<file path="config.mk">
export PLATFORM = sky130hd
export DESIGN_NAME = car_start_sequencer
export DESIGN_NICKNAME = d
export VERILOG_FILES = /design/src/rtl/car_start_pkg.sv /design/src/rtl/car_limit_check.sv /design/src/rtl/car_start_sequencer.sv
export SDC_FILE = /design/constraint.sdc
export NUM_CORES = 1
export LEC_CHECK = 0
export ABC_CLOCK_PERIOD_IN_PS = 2200
export CAP_MARGIN = 20
export CORE_AREA = 2 2 60 91
export DETAILED_ROUTE_END_ITERATION = 7
export DIE_AREA = 0 0 62 93
export GPL_TIMING_DRIVEN = 0
export PLACE_DENSITY = 0.71
export RECOVER_POWER = 25
export SYNTH_ARGS = -nofsm -noshare
export SYNTH_HDL_FRONTEND = slang
export SYNTH_SLANG_ARGS = --single-unit
export TNS_END_PERCENT = 20
</file>
<file path="constraint.sdc">
create_clock -name clk -period 2.2 [get_ports clk]
set_clock_uncertainty 0.15 [all_clocks]
set_input_delay 0.66 -clock clk [delete_from_list [all_inputs] [get_ports clk]]
set_output_delay 0.66 -clock clk [all_outputs]
set_load 0.01 [all_outputs]
</file>
<file path="src/rtl/car_start_pkg.sv">
// car_start_pkg: shared types and constants for the car start sequencer
//   state_t      FSM state encoding
//   IDX_*        sensor mux indices driven on sensor_sel
//   LIM_*        16-bit pass limits (minimums, except engine temp maximum)
//   W_*          bit positions inside warn
package car_start_pkg;
    typedef enum logic [2:0] {S_IDLE, S_LOCKOUT, S_SCAN, S_READY, S_FAULT} state_t;
    localparam logic [2:0] IDX_ENGINE_OIL   = 3'd0;
    localparam logic [2:0] IDX_BATTERY_VOLT = 3'd1;
    localparam logic [2:0] IDX_OIL_PRESSURE = 3'd2;
    localparam logic [2:0] IDX_FUEL_LEVEL   = 3'd3;
    localparam logic [2:0] IDX_WATER_LEVEL  = 3'd4;
    localparam logic [2:0] IDX_TYRE_PRESS   = 3'd5;
    localparam logic [2:0] IDX_ENGINE_TEMP  = 3'd6;
    localparam logic [2:0] IDX_BELT_AIRBAG  = 3'd7;
    localparam logic [15:0] LIM_ENGINE_OIL   = 16'd520;
    localparam logic [15:0] LIM_BATTERY_VOLT = 16'd50;
    localparam logic [15:0] LIM_OIL_PRESSURE = 16'd100;
    localparam logic [15:0] LIM_FUEL_LEVEL   = 16'd1;
    localparam logic [15:0] LIM_WATER_LEVEL  = 16'd400;
    localparam logic [15:0] LIM_TYRE_PRESS   = 16'd70;
    localparam logic [15:0] LIM_ENGINE_TEMP  = 16'd190;
    localparam int W_AIRBAG   = 7;
    localparam int W_SEATBELT = 8;
endpackage

</file>
<file path="src/rtl/car_limit_check.sv">
// car_limit_check: combinational pass/fail test of one sensor reading
//   index  in  3   sensor index (0..6 checked, 7 never fails)
//   data   in  16  sensor reading, unsigned
//   fail   out 1   reading outside its limit
module car_limit_check
    import car_start_pkg::*;
(
    input  logic [2:0]  index,
    input  logic [15:0] data,
    output logic        fail
);
    always_comb begin
        case (index)
            IDX_ENGINE_OIL:   fail = data < LIM_ENGINE_OIL;
            IDX_BATTERY_VOLT: fail = data < LIM_BATTERY_VOLT;
            IDX_OIL_PRESSURE: fail = data < LIM_OIL_PRESSURE;
            IDX_FUEL_LEVEL:   fail = data < LIM_FUEL_LEVEL;
            IDX_WATER_LEVEL:  fail = data < LIM_WATER_LEVEL;
            IDX_TYRE_PRESS:   fail = data < LIM_TYRE_PRESS;
            IDX_ENGINE_TEMP:  fail = data > LIM_ENGINE_TEMP;
            default:          fail = 1'b0;
        endcase
    end
endmodule

</file>
<file path="src/rtl/car_start_sequencer.sv">
// car_start_sequencer: PIN unlock with lockout, then continuous sensor scanning
//   clk, rst                 clock, async active-high reset
//   pin_valid, pin           PIN entry strobe and value
//   key_off                  switch-off request (level)
//   sensor_sel, sensor_data  external sensor mux select and reading
//   seatbelt, airbag         sampled at sensor_sel == 7
//   key, locked_out          unlocked / lockout status
//   readytogo, warn          result of last completed scan
//   scan_done                one-cycle pulse when the result updates
module car_start_sequencer
    import car_start_pkg::*;
#(
    parameter logic [15:0] PASSCODE    = 16'd9999,
    parameter int          MAX_TRIES   = 3,
    parameter int          LOCK_CYCLES = 1024
) (
    input  logic        clk,
    input  logic        rst,
    input  logic        pin_valid,
    input  logic [15:0] pin,
    input  logic        key_off,
    output logic [2:0]  sensor_sel,
    input  logic [15:0] sensor_data,
    input  logic        seatbelt,
    input  logic        airbag,
    output logic        key,
    output logic        locked_out,
    output logic        readytogo,
    output logic [8:0]  warn,
    output logic        scan_done
);
    localparam int TW = $clog2(MAX_TRIES + 1);
    localparam int CW = (LOCK_CYCLES > 1) ? $clog2(LOCK_CYCLES) : 1;

    state_t          r_state, w_state_nxt;
    logic [TW-1:0]   r_tries, w_tries_nxt;
    logic [CW-1:0]   r_cnt, w_cnt_nxt;
    logic [2:0]      r_sel, w_sel_nxt;
    logic [8:0]      r_shadow, w_shadow_nxt, r_warn, w_warn_nxt, w_final;
    logic            r_ready, w_ready_nxt, r_done, w_done_nxt;
    logic            w_fail;

    car_limit_check u_chk (.index(r_sel), .data(sensor_data), .fail(w_fail));

    // Final scan result folds in the belt/airbag samples taken at index 7
    always_comb begin
        w_final = r_shadow;
        w_final[W_AIRBAG] = r_shadow[W_AIRBAG] | ~airbag;
        w_final[W_SEATBELT] = r_shadow[W_SEATBELT] | ~seatbelt;
    end

    always_comb begin
        w_state_nxt = r_state;
        w_tries_nxt = r_tries;
        w_cnt_nxt = r_cnt;
        w_sel_nxt = r_sel;
        w_shadow_nxt = r_shadow;
        w_warn_nxt = r_warn;
        w_ready_nxt = r_ready;
        w_done_nxt = 1'b0;
        case (r_state)
            S_IDLE: begin
                if (pin_valid && pin == PASSCODE) begin
                    w_state_nxt = S_SCAN;
                    w_tries_nxt = '0;
                    w_sel_nxt = '0;
                end else if (pin_valid && int'(r_tries) + 1 >= MAX_TRIES) begin
                    w_state_nxt = S_LOCKOUT;
                    w_tries_nxt = TW'(MAX_TRIES);
                    w_cnt_nxt = CW'(LOCK_CYCLES - 1);
                end else if (pin_valid) begin
                    w_tries_nxt = r_tries + TW'(1);
                end
            end
            S_LOCKOUT: begin
                w_state_nxt = (r_cnt == '0) ? S_IDLE : S_LOCKOUT;
                w_tries_nxt = (r_cnt == '0) ? '0 : r_tries;
                w_cnt_nxt = (r_cnt == '0) ? '0 : r_cnt - CW'(1);
            end
            default: begin
                // SCAN, READY and FAULT all scan; they differ only in the last verdict
                if (key_off) begin
                    w_state_nxt = S_IDLE;
                    w_sel_nxt = '0;
                    w_shadow_nxt = '0;
                    w_warn_nxt = '0;
                    w_ready_nxt = 1'b0;
                end else if (r_sel == IDX_BELT_AIRBAG) begin
                    w_sel_nxt = '0;
                    w_shadow_nxt = '0;
                    w_warn_nxt = w_final;
                    w_ready_nxt = (w_final == '0);
                    w_done_nxt = 1'b1;
                    w_state_nxt = (w_final == '0) ? S_READY : S_FAULT;
                end else begin
                    w_sel_nxt = r_sel + 3'd1;
                    w_shadow_nxt[r_sel] = r_shadow[r_sel] | w_fail;
                end
            end
        endcase
    end

    always_ff @(posedge clk or posedge rst) begin
        if (rst) begin
            r_state <= S_IDLE;
            r_tries <= '0;
            r_cnt <= '0;
            r_sel <= '0;
            r_shadow <= '0;
            r_warn <= '0;
            r_ready <= 1'b0;
            r_done <= 1'b0;
        end else begin
            r_state <= w_state_nxt;
            r_tries <= w_tries_nxt;
            r_cnt <= w_cnt_nxt;
            r_sel <= w_sel_nxt;
            r_shadow <= w_shadow_nxt;
            r_warn <= w_warn_nxt;
            r_ready <= w_ready_nxt;
            r_done <= w_done_nxt;
        end
    end

    assign key = (r_state == S_SCAN) || (r_state == S_READY) || (r_state == S_FAULT);
    assign locked_out = (r_state == S_LOCKOUT);
    assign readytogo = r_ready;
    assign warn = r_warn;
    assign scan_done = r_done;
    assign sensor_sel = r_sel;
endmodule
</file>
==> metrics.log <==
INFO  metric crit_type = flip-flop to flip-flop
INFO  metric clk_latency = 0.28 ns
INFO  metric postRouteWirelength = 5400 um
INFO  metric register_area = 930 um^2
INFO  metric final_util = 0.640
INFO  metric min-delay-path-class = flip-flop to flip-flop
INFO  metric fin_worst_hold_slack = 0.334 ns
INFO  metric post_synth_and_or_nand_nor_area_fraction = 0.211
INFO  metric report.final.setup_viol = 1
INFO  metric layout-area-overhead-vs-synth = 50.6%
INFO  metric switching_share = 0.374
INFO  metric detail_route.vias_per_cell = 5.57
INFO  metric combinational_family_with_the_most_area_after_synthesis = compound AO/OA/AOI/OAI gates
INFO  metric grt_antenna_before_repair = 0
INFO  metric placeableCoreArea = 0.00500 mm^2
INFO  metric synth.distinct_cells = 53
INFO  metric grt_overflow = 0
INFO  metric fin_nets = 342
INFO  metric cts_tree = done
INFO  metric dr_total_vias = 2028
INFO  metric timing.final.max_slew_violations = 0
INFO  metric critPathMaxFanout = 4
INFO  metric drc_violations_left = 0
INFO  metric avgSynthCellArea = 9.71 um^2
INFO  metric cts.root.buffer_cell = sky130_fd_sc_hd__clkbuf_8
INFO  metric yosysTopAreaCellShare = 0.435
INFO  metric initial_utilization = 0.425
INFO  metric portion_of_netlist_area_occupied_by_mux_cells = 0.0524
INFO  metric routabilityCongestion = 0.794
INFO  metric number_of_detailed_routing_iterations_run_before_antenna_repair = 4
INFO  metric yosysWarningCount = 0
INFO  metric grt_max_degree = 38
INFO  metric track_usage = 0.188
INFO  metric syn_nets = 266
INFO  metric grt_pass1_vias = 1959
INFO  metric synthesis.instances = 219
INFO  metric timing.critical_path.arrival = 2.23 ns
INFO  metric fillCellCount = 422
INFO  metric r2r_cells = 8
INFO  metric dieWidth = 62 um
INFO  metric pwr-share-clk = 0.172
INFO  metric int_power = 1.64 mW
INFO  metric final-hold-violation-count = 0
INFO  metric power.ir.vdd_worst = 0.734 mV
INFO  metric net-switching-power = 0.977 mW
INFO  metric hold_path_depth = 2
INFO  metric synthTopCellsByArea = sky130_fd_sc_hd__dfrtp_1 (44%), sky130_fd_sc_hd__ha_1 (5.3%), sky130_fd_sc_hd__nand2_1 (4.6%)
INFO  metric period_share = 1.00
INFO  metric drive_gt1_frac = 0.267
INFO  metric placement.setup.worst_slack = -0.759 ns
INFO  metric worst_slew_pin_slew = 0.763 ns
INFO  metric io_buffers = 52
INFO  metric achievable_frequency = 452 MHz
INFO  metric multi_input_gate_area_in_the_final_layout = 0.00132 mm^2
INFO  metric antenna-diode-count = 0
INFO  metric die_footprint = 0.00577 mm^2
INFO  metric synth_area = 0.00213 mm^2
INFO  metric clkSinkCount = 37
INFO  metric sequentialPowerShare = 0.396
INFO  metric setup.worst_path.start_class = flip-flop
INFO  metric ctsLongestPathBuffers = 2
INFO  metric failed_checks = setup timing
INFO  metric synth-seq-cells = 37
INFO  metric wl_per_cell = 14.8 um
INFO  metric grt_first_pass_wirelength = 8430 um
INFO  metric synthXorXnorAreaFrac = 0
INFO  metric rows = 32
INFO  metric io-pin-count = 54
INFO  metric drt_iter0_drc = 59
INFO  metric grt_setup_unrepaired = yes
INFO  metric cp.required = 2.22 ns
INFO  metric yosys.area_share.adder = 0.0529
INFO  metric residual_antenna_violating_net_count_after_detailed_routing = 0
INFO  metric synth_seq_area_share = 0.435
INFO  metric comb_power_share = 0.432
INFO  metric synth_top_area_cell = sky130_fd_sc_hd__dfrtp_1
INFO  metric leakage = 1.47 nW
INFO  metric timing.max_slew.rel_slack = 0.491
INFO  metric layout_min_cycle_time = 2.21 ns
INFO  metric fp.dieH = 93 um
INFO  metric htree_num_levels = 2
INFO  metric synth_compound_area_frac = 0.216
INFO  metric setup.worst_path.end_class = flip-flop
INFO  metric run_status = finished with violations
INFO  metric setup_slack = -0.0103 ns
INFO  metric placed_wire_length_estimate_after_detailed_placement = 3710 um
INFO  metric worst_setup_hold_path_clk_slew = 0.07 ns
INFO  metric power_density = 816 mW/mm^2
INFO  metric cts_made_buffers = 5
INFO  metric max_cap_violations = 0
-- worst paths after layout --
kind                              from          end  slack (ns)
max reg2reg                   r_cnt[1]   r_state[0]       -0.01
min reg2reg                r_shadow[7]  r_shadow[7]        0.33
min in group asynchronous          rst     r_cnt[9]        0.82
max                           r_cnt[1]   r_state[0]       -0.01
max in group asynchronous          rst   r_state[0]        0.55
min                        r_shadow[7]  r_shadow[7]        0.33
-- sequential cells by signal, indices dropped and copies added, names as in the netlist --
name and flops:
r_cnt 10, r_shadow 8, r_state 3, r_tries 2, readytogo 1, scan_done 1, sensor_sel 3, warn 9
-- power groups by stage --
| stage | Sequential [mW] | Clock (mW) | Combinational, mW |
|---|---|---|---|
| 2_1_floorplan | 0.979 | 0 | 0.603 |
| 3_3_place_gp | 0.996 | 0 | 0.872 |
| 3_5_place_dp | 1.01 | 0 | 0.898 |
| 4_1_cts | 1.03 | 0.461 | 0.932 |
| 5_1_grt | 1.06 | 0.495 | 1.24 |
| 6_report | 1.04 | 0.449 | 1.13 |
-- routing by layer --
| metal | GRT usage | part of all wire | vias to the layer above |
|---|---|---|---|
| li1 | - | - | 982 |
| met1 | 0.226 | 0.40 | 999 |
| met2 | 0.323 | 0.56 | 41 |
| met3 | 0.0373 | 0.025 | 6 |
| met4 | 0.0603 | 0.012 | 0 |
| met5 | 0 | 0 | - |
-- what timing repair did --
action	CTS	global route
gates resized for setup	39	66
hold buffers	0	0
pin swaps	6	22
setup buffers	6	12
endpoints found under the setup margin	31	31
cloned	0	0
-- worst max-delay path: stages, from the launching register on --
cell and delay (ns):
sky130_fd_sc_hd__dfrtp_1 0.40, sky130_fd_sc_hd__inv_2 0.09, sky130_fd_sc_hd__ha_4 0.15, sky130_fd_sc_hd__or4b_4 0.46, sky130_fd_sc_hd__buf_6 0.14, sky130_fd_sc_hd__nor3_4 0.24
sky130_fd_sc_hd__buf_6 0.15, sky130_fd_sc_hd__o22ai_1 0.08, sky130_fd_sc_hd__a22o_1 0.24
-- placed cells by master, fill, tap and decap left out, drive strengths merged, types with 2 or more instances in the layout --
cell and n:
dfrtp 37, nand2 26, clkdlybuf4s50 25, buf 24
o21ai 20, dlymetal6s2s 19, nor2 13, inv 10
nand4 9, mux2 9, ha 9, clkbuf 9
a22o 8, nor4 7, a21oi 6, o22a 6
nor3 6, nand3 4, nor3b 4, o2bb2ai 3
a211oi 3, clkinv 3, nand4b 2, or4 2
a32o 2, nor4b 2, o311ai 2, o32ai 2
dlygate4sd2 2, or2 2, a31oi 2, a21boi 2
-- per-stage QoR --
step | instance area (um^2) | TNS, ns | power, mW | cells
2_1_floorplan | 2130 | -0.518 | 1.58 | 219
3_3_place_gp | 2730 | -23.54 | 1.87 | 339
3_5_place_dp | 2730 | -14.81 | 1.91 | 339
4_1_cts | 2940 | -1.86 | 2.42 | 352
5_1_grt | 3200 | -0.627 | 2.79 | 364
6_report | 3200 | -0.0103 | 2.62 | 364
-- cells by family after synthesis --
| kind of cell | count (synthesis) |
|---|---|
| buf+inv | 17 |
| compound gates | 64 |
| mux | 10 |
| fa+ha+maj | 9 |
| simple gates | 82 |
| flops | 37 |
-- layout make-up --
cell class,count,share of cell area
clock inverter,2,0.00312
timing repair buffer,70,0.219
inverter,11,0.0152
sequential,37,0.290
tap,68,0.0266
buffer,5,0.0102
clock buffer,6,0.0226
multi-input combinational,165,0.413
-- cell usage after synthesis (all sizes together) --
library cell and instances:
nor2b 1, buf 2, o31ai 1, a211oi 3, clkinv 1, or4b 1
a31oi 2, dfrtp 37, nor2 13, nor3b 4, nand2b 1, a21oi 6
o211ai 1, a22oi 1, o2bb2ai 3, nand4 9, a2111oi 1, o22ai 1
o21ai 20, o311ai 2, nor4 7, a32o 2, and3b 1, nand3 4
clkbuf 4, a41oi 1, nand4b 2, o32ai 2, ha 9, inv 10
nand2 26, a22o 8, nor4b 2, o311a 1, or2 2, a32oi 1
o22a 6, or4 2, and2 1, mux2i 1, a21boi 2, mux2 9
nor3 6
Power figures use the tool's default switching activity.
